## src/rtl/ifetch_pkg.sv

```systemverilog
// Shared types and constants for the instruction fetch controller.
package ifetch_pkg;

    // Canonical RISC-V NOP (addi x0, x0, 0), returned for out-of-range reads.
    localparam logic [31:0] NOP_INSTR = 32'h00000013;

    typedef enum logic {
        RUN,
        HALTED
    } state_e;

    typedef enum logic {
        FETCH,
        DBG
    } req_e;

    // One fetched word as it travels through the queue.
    typedef struct packed {
        logic [63:0] pc;
        logic [31:0] instr;
        logic        fault;
    } fq_entry_t;

endpackage

```

## src/rtl/fetch_queue.sv

```systemverilog
// Small circular FIFO buffering fetched {pc, instr, fault} entries.
// Flush wins over push; the owner guarantees no push into a full queue
// and no pop from an empty one.
module fetch_queue
    import ifetch_pkg::*;
#(
    parameter int unsigned QDEPTH = 2,
    parameter int unsigned CNTW   = $clog2(QDEPTH + 1)
) (
    input  logic            clk,
    input  logic            rst_n,
    input  logic            push,
    input  fq_entry_t       push_entry,
    input  logic            pop,
    input  logic            flush,
    output logic [CNTW-1:0] count,
    output logic            head_valid,
    output fq_entry_t       head
);

    localparam int unsigned PTRW = $clog2(QDEPTH);

    fq_entry_t       mem_q [QDEPTH];
    logic [PTRW-1:0] rd_ptr_q;
    logic [PTRW-1:0] wr_ptr_q;
    logic [CNTW-1:0] count_q;

    // Storage, pointers and occupancy; power-of-two depth lets pointers wrap naturally.
    always_ff @(posedge clk or negedge rst_n) begin
        if (!rst_n) begin
            rd_ptr_q <= '0;
            wr_ptr_q <= '0;
            count_q  <= '0;
            for (int i = 0; i < int'(QDEPTH); i++) begin
                mem_q[i] <= '0;
            end
        end else if (flush) begin
            rd_ptr_q <= '0;
            wr_ptr_q <= '0;
            count_q  <= '0;
        end else begin
            if (push) begin
                mem_q[wr_ptr_q] <= push_entry;
                wr_ptr_q        <= wr_ptr_q + PTRW'(1);
            end
            if (pop) begin
                rd_ptr_q <= rd_ptr_q + PTRW'(1);
            end
            case ({push, pop})
                2'b10:   count_q <= count_q + CNTW'(1);
                2'b01:   count_q <= count_q - CNTW'(1);
                default: count_q <= count_q;
            endcase
        end
    end

    // Head view of the queue.
    always_comb begin
        count      = count_q;
        head_valid = (count_q != '0);
        head       = mem_q[rd_ptr_q];
    end

endmodule

```

## src/rtl/instr_fetch_ctrl.sv

```systemverilog
// Fetch sequencer: owns the PC, arbitrates the single instruction memory
// read port between fetch and a debug requester, and delivers {pc, instr}
// to the datapath through a small queue.
module instr_fetch_ctrl
    import ifetch_pkg::*;
#(
    parameter logic [63:0] RESET_PC   = 64'h0,
    parameter int unsigned QDEPTH     = 2,
    parameter int unsigned IMEM_WORDS = 501
) (
    input  logic        clk,
    input  logic        rst_n,
    output logic [63:0] imem_addr,
    input  logic [31:0] imem_data,
    output logic        out_valid,
    input  logic        out_ready,
    output logic [31:0] out_instr,
    output logic [63:0] out_pc,
    output logic        out_fault,
    input  logic        redirect_valid,
    input  logic [63:0] redirect_pc,
    input  logic        halt,
    input  logic        dbg_req,
    input  logic [63:0] dbg_addr,
    output logic        dbg_gnt,
    output logic        dbg_rvalid,
    output logic [31:0] dbg_rdata
);

    localparam int unsigned CNTW = $clog2(QDEPTH + 1);

    logic [63:0]     pc_q;
    state_e          state_q;
    req_e            rr_last_q;
    logic            dbg_rvalid_q;
    logic [31:0]     dbg_rdata_q;

    logic [CNTW-1:0] q_count;
    logic            pop;
    logic            fetch_req;
    logic            fetch_gnt;
    logic            contested;
    logic            fetch_fault;
    logic            dbg_oob;
    fq_entry_t       push_entry;
    fq_entry_t       head;

    assign pop = out_valid & out_ready;

    // A pop in the same cycle frees the slot, so a full queue can still accept a fetch.
    assign fetch_req = (state_q == RUN) & ~redirect_valid
                     & ((q_count < CNTW'(QDEPTH)) | pop);

    // Round-robin arbitration of the memory port and address mux.
    always_comb begin
        contested = fetch_req & dbg_req;
        if (contested) begin
            dbg_gnt = (rr_last_q == FETCH);
        end else begin
            dbg_gnt = dbg_req;
        end
        fetch_gnt = fetch_req & ~dbg_gnt;
        imem_addr = dbg_gnt ? dbg_addr : {2'b00, pc_q[63:2]};
    end

    // Build the queue entry for a fetch; out-of-range words become faulting NOPs.
    always_comb begin
        fetch_fault      = (pc_q[63:2] >= 62'(IMEM_WORDS));
        dbg_oob          = (dbg_addr >= 64'(IMEM_WORDS));
        push_entry.pc    = pc_q;
        push_entry.instr = fetch_fault ? NOP_INSTR : imem_data;
        push_entry.fault = fetch_fault;
    end

    // PC, run/halt FSM and round-robin history.
    always_ff @(posedge clk or negedge rst_n) begin
        if (!rst_n) begin
            pc_q      <= RESET_PC;
            state_q   <= RUN;
            rr_last_q <= DBG;
        end else begin
            if (redirect_valid) begin
                pc_q <= {redirect_pc[63:2], 2'b00};
            end else if (fetch_gnt) begin
                pc_q <= pc_q + 64'd4;
            end
            if (contested) begin
                rr_last_q <= dbg_gnt ? DBG : FETCH;
            end
            unique case (state_q)
                RUN:    if (halt)  state_q <= HALTED;
                HALTED: if (!halt) state_q <= RUN;
            endcase
        end
    end

    // Debug response: data captured on the grant edge, valid for one cycle.
    always_ff @(posedge clk or negedge rst_n) begin
        if (!rst_n) begin
            dbg_rvalid_q <= 1'b0;
            dbg_rdata_q  <= '0;
        end else begin
            dbg_rvalid_q <= dbg_gnt;
            if (dbg_gnt) begin
                dbg_rdata_q <= dbg_oob ? NOP_INSTR : imem_data;
            end
        end
    end

    assign dbg_rvalid = dbg_rvalid_q;
    assign dbg_rdata  = dbg_rdata_q;

    fetch_queue #(
        .QDEPTH (QDEPTH),
        .CNTW   (CNTW)
    ) u_fetch_queue (
        .clk        (clk),
        .rst_n      (rst_n),
        .push       (fetch_gnt),
        .push_entry (push_entry),
        .pop        (pop),
        .flush      (redirect_valid),
        .count      (q_count),
        .head_valid (out_valid),
        .head       (head)
    );

    assign out_pc    = head.pc;
    assign out_instr = head.instr;
    assign out_fault = head.fault;

endmodule

```

## config.mk

```make
export PLATFORM = sky130hd
export DESIGN_NAME = instr_fetch_ctrl
export DESIGN_NICKNAME = d
export VERILOG_FILES = /design/src/rtl/ifetch_pkg.sv /design/src/rtl/fetch_queue.sv /design/src/rtl/instr_fetch_ctrl.sv
export SDC_FILE = /design/constraint.sdc
export NUM_CORES = 1
export LEC_CHECK = 0
export BUFFER_PORTS_ARGS = -buffer_cell sky130_fd_sc_hd__buf_2
export CAP_MARGIN = 15
export CORE_MARGIN = 10
export CORE_UTILIZATION = 30
export DETAILED_ROUTE_END_ITERATION = 8
export PLACE_DENSITY_LB_ADDON = 0.15
export REMOVE_ABC_BUFFERS = 1
export SYNTH_ARGS = -nofsm -noshare
export SYNTH_HDL_FRONTEND = slang
export SYNTH_SLANG_ARGS = --single-unit
export TNS_END_PERCENT = 50
```

## constraint.sdc

```tcl
create_clock -name clk -period 5.21 [get_ports clk]
set_clock_uncertainty 0.05 [all_clocks]
set_input_delay 1.042 -clock clk [delete_from_list [all_inputs] [get_ports clk]]
set_output_delay 1.042 -clock clk [all_outputs]
set_load 0.01 [all_outputs]
```

==> results of run 1 <==
how the worst max path moves through the flow:
| stage | slack [ns] | start | endpoint | cells past startpoint |
|---|---|---|---|---|
| finish | 1.30 | out_ready | imem_addr[56] | 9 |
| global route | 1.18 | out_ready | imem_addr[56] | 9 |
| CTS | 1.31 | out_ready | imem_addr[34] | 9 |
| detailed placement | 1.31 | out_ready | imem_addr[56] | 9 |
| global placement | 1.34 | out_ready | imem_addr[34] | 9 |
| floorplan | -0.38 | redirect_valid | imem_addr[0] | 5 |
cell type report:
type                            count  area share
Antenna cell                        2    0.000276
Clock buffer                       55      0.0581
Clock inverter                     11     0.00786
Inverter                           17     0.00352
Multi-Input combinational cell   1170       0.374
Sequential cell                   291       0.402
Tap cell                          615      0.0424
Timing Repair Buffer              384       0.112
sequential cells by signal, summed over array words and instances (netlist names):
signal and flops:
u_fetch_queue.mem_q 190, pc_q 62, dbg_rdata 32, u_fetch_queue.count 2, dbg_rvalid 1, rr_last_q 1, state_q 1, u_fetch_queue.rd_ptr_q 1
u_fetch_queue.wr_ptr_q 1
cell usage after synthesis, drive strengths merged, types with 5 or more instances:
cell	number
nand2	556
dfrtp	290
mux2	101
clkbuf	89
a22o	87
o21ai	67
nor2	57
nand4	42
nor4	42
buf	41
nand3	26
xor2	21
a31oi	20
or3	18
inv	16
or4	16
nor3	15
xnor2	13
a21oi	11
and3	10
and4	10
o31ai	9
nor2b	5
cells in the final DEF (no fill, tap or decap), types with 35 or more instances in the layout:
| master | count |
|---|---|
| dfrtp_1 | 289 |
| nor2_1 | 56 |
| mux2_2 | 101 |
| nor4_1 | 35 |
| nand4_1 | 37 |
| nand2_1 | 554 |
| buf_2 | 356 |
| clkbuf_16 | 37 |
| o21ai_0 | 62 |
| a22o_1 | 87 |
power by group through the flow:
stage,sequential [mW],combinational [mW],clock [mW]
3_5_place_dp,3.15,1.80,0
3_3_place_gp,3.13,1.79,0
5_1_grt,3.18,1.99,2.73
6_report,3.12,1.78,2.56
2_1_floorplan,3.03,1.04,0
4_1_cts,3.12,1.82,2.63
per-layer routing:
metal,vias up,GRT usage,routed length (um)
met5,-,0,49
met4,8,0.0432,1030
met3,71,0.0517,4500
met2,439,0.306,26300
met1,6531,0.259,25700
li1,6120,-,-
worst min-delay path, stage by stage, from the launching register on:
cell and delay [ns]:
dfrtp_1 0.33, nand2_1 0.05, nand2_1 0.05
logic make-up (layout without fill, tap and decap cells):
kind of cell | after synthesis | after routing | share of synthesized area
other cells | 1 | 4 | 0.000257
flops | 291 | 291 | 0.498
compound gates | 215 | 215 | 0.104
xor+xnor | 34 | 34 | 0.0204
buf+inv | 147 | 467 | 0.0419
simple gates | 811 | 811 | 0.252
mux | 105 | 105 | 0.0805
fa+ha+maj | 3 | 3 | 0.00257
through the flow:
| step | utilization | hold slack (ns) | setup WS, ns | TNS [ns] |
|---|---|---|---|---|
| 2_1_floorplan | - | 0.390 | -0.379 | -13.41 |
| 3_3_place_gp | 0.353 | 0.402 | 1.34 | 0 |
| 3_5_place_dp | 0.353 | 0.407 | 1.31 | 0 |
| 4_1_cts | 0.378 | 0.422 | 1.31 | 0 |
| 5_1_grt | 0.378 | 0.432 | 1.18 | 0 |
| 6_report | 0.378 | 0.417 | 1.30 | 0 |
==> impl_metrics.yaml, run 1 <==
clocking:
  cts_tree: "yes"
  htreeDepth: 2
  cts_made_buffers: 36
  cts_resized: 0
  path_clk_slew_ns: 0.06
  worstSkewPairLatency_ns: 0.55
  cts.sinks: 291
  cts_setup_buffers: 0
  clock_path_buffers: 3
  cts_hold_buf: 0
  ctsRootBufferMaster: "clkbuf_16"
yosys:
  netlist_instances: 1607
  seq_area_frac_synth: 0.498
  synth.avg_cell_area_um2: 9.10
  synthArstFlopShare: 1.00
  syn_area_um2: 14600
  synth-edff-count: 0
  synth-seq-cells: 291
  ys_warn_count: 0
  netlist.area_leader.share: 0.496
  yosys.area.top_type: "dfrtp_1"
  ys.flop_type: "dfrtp_1"
  ys_types: 60
  synth.top_cells.by_area: "dfrtp_1 (50%), nand2_1 (14%), mux2_2 (7.8%)"
power_and_ir_drop:
  p_sw_frac: 0.326
  p_int_mw: 5.03
  clkPwrFrac: 0.343
  ir_drop_uv: 167
  power.switching_mw: 2.43
  sequentialPowerShare: 0.418
  power_density_nw_per_um2: 411
  power_mw: 7.46
  leakage_nw: 9.01
  p_comb_frac: 0.239
cells_and_area:
  num-fill-cells: 4910
  syn2layout_area_growth_pct: 24.1
  final_cell_area_um2: 18100
  multi_input_area_um2: 6790
  nets: 2069
  seqCellArea_um2: 7290
  drive_above_1_share: 0.296
  final_cells: 2545
placed_design:
  io_buffers: 357
  gp_congestion: 0.886
  place_inst: 2477
  place_area_um2: 16900
  dpl.hpwl_um: 40300
global_route:
  grt_pass1_vias: 13239
  grt_overflow: 0
  antenna_found_initial: 10
  track_usage: 0.193
  grt_max_degree: 125
  grt_first_pass_wirelength_um: 85300
critical_path:
  cpMostUsedCell: "buf_2"
  rrSetupSlack_ns: 2.19
  cpMaxStageDelayCell: "buf_4"
  critPathTopFamily: "buffers and inverters"
  crit_fanout: 30
  slowest_delay_ns: 0.44
  crit_type: "primary input to primary output"
  critPathBufInv: 4
  worst_setup_path_end_kind: "primary output"
  cp.required_ns: 4.12
  r2r_cells: 5
  cp_cell_sequence: "buf_2 > nand2b_1 > nand3_1 > nand2_4 > inv_2 > buf_4 > nand2_1 > o21ai_0 > buf_2"
  cp-start-kind: "primary input"
  reg2reg_from: "pc_q[21]"
  arrival_ns: 2.82
  reg2reg_to: "pc_q[51]"
drt:
  drt_wl_total_um: 57600
  vias_per_cell: 5.17
  drc_errors: 0
  ant_nets: 0
  drt_iter0_markers: 869
  vias: 13169
  drt-wirelength-per-cell_um: 22.6
  firstDrtPassIters: 5
die:
  num_rows: 80
  start_util: 0.305
  die_y_um: 241
  die_area_um2: 58000
  die_w_um: 241
  io_pins: 362
  coreArea_um2: 47900
outcome:
  outcome: "finished, final reports clean"
sta:
  slew_headroom: 0.311
  setup_viol: 0
  max_freq_ghz: 0.256
  finalHoldViolations: 0
  rsz0062_at_grt: "false"
  min_period_ns: 3.91
  finalCritPeriodShare: 0.751
  tightest_slew_ns: 1.03
  drv_slew: 0
flow_run:
  drv.max_cap_violation_count: 0
hold_path:
  hold_depth: 2
  min_to: "u_fetch_queue.mem_q[51]"
  hold_start: "u_fetch_queue.mem_q[51]"
  hold_path_class: "register to register"
No activity file was read; power rests on OpenSTA's default activity.
==> run 2: changes to the inputs <==
ABC_AREA = 1   (was not set)
clock period = 3.95 ns   (was 5.21 ns; I/O delays follow)
==> run 2 against run 1 <==
Compared with the run above:
- setup slack worse by 0.41 ns
- die area up 13%
- critical endpoint is now imem_addr[8]
- largest power group unchanged
- first-iteration DRC count up 48%
==> impl_metrics.yaml, run 2 <==
clocking:
  cts_tree: "yes"
  clock_path_buffers: 3
  cts.sinks: 291
  htreeDepth: 2
  cts_hold_buf: 0
  path_clk_slew_ns: 0.05
  cts_resized: 0
  ctsRootBufferMaster: "clkbuf_16"
  cts_made_buffers: 40
  worstSkewPairLatency_ns: 0.57
  cts_setup_buffers: 0
yosys:
  netlist_instances: 2479
  yosysMostFrequentCell: "nand2_1"
  synthArstFlopShare: 1.00
  seq_area_frac_synth: 0.438
  yosys.area.top_type: "dfrtp_1"
  netlist_top_cells_count: "nand2_1 (1021), dfrtp_1 (290), nor2_1 (287)"
  synth.top_cells.by_area: "dfrtp_1 (44%), nand2_1 (23%), nor2_1 (6.5%)"
  ys_warn_count: 0
  synth-edff-count: 0
  ys.flop_type: "dfrtp_1"
  netlist.area_leader.share: 0.436
  synth.avg_cell_area_um2: 6.71
  syn_area_um2: 16600
  synth-seq-cells: 291
  ys_types: 37
critical_path:
  cp.required_ns: 3.11
  reg2reg_to: "u_fetch_queue.mem_q[111]"
  crit_fanout: 37
  r2r_cells: 10
  cp-start-kind: "primary input"
  reg2reg_from: "pc_q[31]"
  arrival_ns: 2.23
  critPathBufInv: 4
  cpMaxStageDelayCell: "inv_2"
  slowest_delay_ns: 0.43
  rrSetupSlack_ns: 1.01
  crit_cells: 10
  worst_setup_path_end_kind: "primary output"
  cpMostUsedCell: "nand2_1"
  cp_cell_sequence: "buf_2 > nor2_1 > nand2_1 > inv_2 > nand2_1 > nand2_4 > inv_2 > nand2_1 > o21ai_0 > buf_2"
  crit_type: "primary input to primary output"
  critPathTopFamily: "buffers and inverters"
power_and_ir_drop:
  power.switching_mw: 3.63
  leakage_nw: 11.0
  p_comb_frac: 0.243
  clkPwrFrac: 0.365
  p_sw_frac: 0.341
  p_int_mw: 7.01
  sequentialPowerShare: 0.392
  power_mw: 10.6
  ir_drop_uv: 293
  power_density_nw_per_um2: 517
global_route:
  grt_pass1_vias: 16406
  grt_max_degree: 118
  grt_first_pass_wirelength_um: 103000
  grt_overflow: 0
  antenna_found_initial: 3
  track_usage: 0.202
cells_and_area:
  final_common_cell: "nand2_1"
  regMostFlops: "u_fetch_queue.mem_q"
  final_cell_area_um2: 20600
  num-fill-cells: 5934
  syn2layout_area_growth_pct: 23.9
  layout_common_cells: "nand2_1 (1020), buf_2 (356), dfrtp_1 (289)"
  drive_above_1_share: 0.179
  nets: 2957
  largest_reg_flops: 190
sta:
  finalHoldViolations: 0
  min_period_ns: 3.07
  max_freq_ghz: 0.326
  tightest_slew_ns: 0.980
  setup_viol: 0
  slew_headroom: 0.347
  rsz0062_at_grt: "false"
  finalCritPeriodShare: 0.776
  drv_slew: 0
drt:
  drc_errors: 0
  vias_per_cell: 4.73
  ant_nets: 0
  drt-wirelength-per-cell_um: 18.9
  vias: 16866
  firstDrtPassIters: 5
  drt_wl_total_um: 67600
  drt_iter0_markers: 1283
hold_path:
  hold_path_class: "primary input to async pin"
outcome:
  outcome: "finished, final reports clean"
die:
  io_pins: 362
  start_util: 0.303
  coreArea_um2: 55000
  num_rows: 86
  die_w_um: 255
  die_area_um2: 65300
  die_y_um: 255
flow_run:
  drv.max_cap_violation_count: 0
placed_design:
  gp_congestion: 0.911
  dpl.hpwl_um: 50600
  place_area_um2: 19200
  io_buffers: 357
==> run 2: area by class of cell <==
| type | instances | area, um^2 | share of cell area |
|---|---|---|---|
| Antenna cell | 1 | 2.50 | 0.000121 |
| Clock buffer | 56 | 1170 | 0.0569 |
| Multi-Input combinational cell | 1812 | 7850 | 0.381 |
| Clock inverter | 16 | 249 | 0.0121 |
| Tap cell | 748 | 936 | 0.0454 |
| Sequential cell | 291 | 7290 | 0.354 |
| Inverter | 252 | 953 | 0.0463 |
| Timing Repair Buffer | 391 | 2160 | 0.105 |
==> run 2: routing by layer <==
metal  part of all wire  up-vias  GRT usage
li1                   -     8273          -
met1               0.45     7969      0.267
met2               0.46      540      0.331
met3              0.063       80     0.0407
met4              0.023        4     0.0506
met5            0.00021        -          0
==> run 2: metrics by stage <==
step                      std cells  utilization  TNS, ns  setup slack [ns]  hold slack [ns]
after floorplan                2355            -   -54.94            -0.953            0.392
after global routing           3566        0.375        0             0.694            0.287
after CTS                      3566        0.375        0             0.848            0.284
final                          3567        0.375        0             0.883            0.296
after global placement         3494        0.349        0             0.890            0.409
after detailed placement       3494        0.349        0             0.853            0.415
==> run 2: worst max-delay path by stage <==
stage | start | endpoint | slack [ns]
after floorplan | redirect_valid | imem_addr[10] | -0.95
after global placement | redirect_valid | imem_addr[4] | 0.89
after detailed placement | redirect_valid | imem_addr[8] | 0.85
after CTS | redirect_valid | imem_addr[8] | 0.85
after global routing | state_q | imem_addr[55] | 0.69
final | redirect_valid | imem_addr[8] | 0.88
==> run 2: logic make-up (layout without fill, tap and decap cells) <==
| family | after synthesis | in the layout | synth area share |
|---|---|---|---|
| adder cells (fa/ha/maj) | 3 | 3 | 0.00226 |
| XOR/XNOR | 16 | 16 | 0.00842 |
| buffers and inverters | 377 | 715 | 0.0920 |
| AND/OR/NAND/NOR | 1479 | 1479 | 0.357 |
| AO/OA/AOI/OAI | 312 | 312 | 0.102 |
| other | 1 | 3 | 0.000225 |
| flip-flops | 291 | 291 | 0.438 |
==> run 2: power by group through the flow <==
stage / sequential (mW) / clock [mW] / combinational [mW]
floorplan: 4.05 / 0 / 1.48
global placement: 4.19 / 0 / 2.59
detailed placement: 4.21 / 0 / 2.63
CTS: 4.17 / 4.00 / 2.65
global route: 4.25 / 4.10 / 2.95
finish: 4.17 / 3.89 / 2.59
==> run 3: changes to the inputs <==
ABC_AREA = 0   (was 1)
clock period = 3.1 ns   (was 3.95 ns; I/O delays follow)
==> run 3 against run 2 <==
Compared with the run above:
- sequential cell count stayed put
- largest cell class is now flip-flops and latches
- sequential share of layout area is 3.5 points higher
- global-route usage shrank 0.53 points
- cell count decreased by 27%
- register-to-register slack got worse by 0.45 ns
==> impl_metrics.yaml, run 3 (synthesis results as in run 1) <==
cells_and_area:
  final_common_cell: "nand2_1"
  nets: 2126
  largest_reg_flops: 190
  seqCellArea_um2: 7290
  layout_common_cells: "nand2_1 (554), buf_2 (356), dfrtp_1 (288)"
  multi_input_area_um2: 6790
  syn2layout_area_growth_pct: 28.4
  num-fill-cells: 4893
  drive_above_1_share: 0.317
  regMostFlops: "u_fetch_queue.mem_q"
outcome:
  outcome: "finished, final reports clean"
clocking:
  worstSkewPairLatency_ns: 0.55
  cts_made_buffers: 37
  cts_tree: "yes"
  ctsRootBufferMaster: "clkbuf_16"
  cts_hold_buf: 0
  cts.sinks: 291
  path_clk_slew_ns: 0.06
  htreeDepth: 2
  clock_path_buffers: 3
drt:
  drt_iter0_markers: 877
  firstDrtPassIters: 5
  vias: 13384
  vias_per_cell: 5.16
  drc_errors: 0
  ant_nets: 0
  drt_wl_total_um: 58400
  drt-wirelength-per-cell_um: 22.5
power_and_ir_drop:
  p_comb_frac: 0.254
  p_sw_frac: 0.321
  sequentialPowerShare: 0.400
  leakage_nw: 9.37
  clkPwrFrac: 0.346
  power_mw: 12.8
  p_int_mw: 8.68
  ir_drop_uv: 369
  power_density_nw_per_um2: 681
  power.switching_mw: 4.11
placed_design:
  pre_cts_ws_ns: -0.106
  gp_congestion: 0.884
  dpl.hpwl_um: 41800
  io_buffers: 357
hold_path:
  hold_path_class: "primary input to async pin"
critical_path:
  reg2reg_from: "pc_q[31]"
  cp-start-kind: "register"
  worst_setup_path_end_kind: "primary output"
  arrival_ns: 2.29
  cp-endpoint: "imem_addr[30]"
  crit_type: "register to primary output"
  crit_start: "state_q"
  reg2reg_to: "pc_q[61]"
  rrSetupSlack_ns: 0.56
  cp.required_ns: 2.43
  r2r_cells: 5
  crit_fanout: 35
sta:
  drv_slew: 0
  finalHoldViolations: 0
  max_freq_ghz: 0.338
  setup_ws_ns: 0.138
  rsz0062_at_grt: "false"
  min_period_ns: 2.96
  setup_viol: 0
  tightest_slew_ns: 1.27
  slew_headroom: 0.149
  holdWs_ns: 0.0358
  finalCritPeriodShare: 0.955
global_route:
  grt_pass1_vias: 13637
  antenna_found_initial: 10
  track_usage: 0.196
  grt_first_pass_wirelength_um: 87000
  grt_overflow: 0
  grt_max_degree: 83
die:
  coreArea_um2: 47900
  die_area_um2: 58000
  die_y_um: 241
  io_pins: 362
  die_w_um: 241
  start_util: 0.305
  num_rows: 80
flow_run:
  drv.max_cap_violation_count: 0
==> run 3: cell count changes in the layout (fill, tap and decap cells not counted), moves of 17 or more <==
cell | before | now
o21bai_1 | 38 | 0
o21ai_1 | 41 | 5
nor2_1 | 286 | 56
nand2_1 | 1020 | 554
nor2_4 | 18 | 1
nor4_1 | 0 | 36
a22o_1 | 0 | 87
buf_4 | 25 | 67
mux2_2 | 0 | 101
o21ai_0 | 199 | 62
inv_1 | 244 | 14
or3_1 | 0 | 18
nand3_1 | 90 | 25
==> run 3: metal layers <==
layer	track usage	vias up	wire length [um]
met4	0.0566	14	1360
met1	0.264	6568	26100
met5	0	-	88
met3	0.0448	91	4360
li1	-	6225	-
met2	0.311	486	26600
==> run 3: repair_timing <==
action,4_1_cts,5_1_grt
setup buffers,0,1
endpoints found under the setup margin,0,10
resized for setup,0,2
hold endpoints to repair,0,0
==> run 3: area by class of cell <==
cell class              count  share of cell area
clock inverters            11             0.00880
multi-input cells        1170               0.362
diodes                      2            0.000267
flip-flops and latches    291               0.388
inverters                  17             0.00340
well taps                 615              0.0410
repair buffers            440               0.140
clock buffers              48              0.0565
==> run 3: stage by stage <==
step	area [um^2]	util	setup TNS (ns)	instances
floorplan	14100	-	-340.49	1478
global placement	17500	0.365	-4.28	2531
detailed placement	17500	0.365	-2.70	2531
CTS	18700	0.391	0	2590
global route	18800	0.391	0	2592
finish	18800	0.391	0	2594
==> run 3: worst max-delay path, stage by stage, from the launching register on <==
cell and delay, ns:
dfrtp_2 0.48, nor2_1 0.14, nand3_1 0.21, nand2_4 0.15, buf_4 0.17, clkbuf_16 0.25
nand2_1 0.08, nand2_1 0.08, buf_2 0.13
==> run 3: how the worst min path moves through the flow <==
stage	to	slack (ns)	cells after the start
2_1_floorplan	dbg_rdata[0]	0.27	0
3_3_place_gp	u_fetch_queue.mem_q[75]	0.40	2
3_5_place_dp	u_fetch_queue.mem_q[53]	0.41	2
4_1_cts	u_fetch_queue.mem_q[11]	0.06	1
5_1_grt	u_fetch_queue.mem_q[108]	0.07	1
6_report	u_fetch_queue.mem_q[12]	0.04	1
==> run 3: power by group through the flow <==
stage / Clock, mW / Sequential [mW] / Combinational (mW)
after CTS: 4.55 / 5.11 / 3.29
after global routing: 4.72 / 5.22 / 3.61
after detailed placement: 0 / 5.17 / 3.27
after floorplan: 0 / 5.09 / 1.74
after global placement: 0 / 5.14 / 3.24
final: 4.42 / 5.12 / 3.25
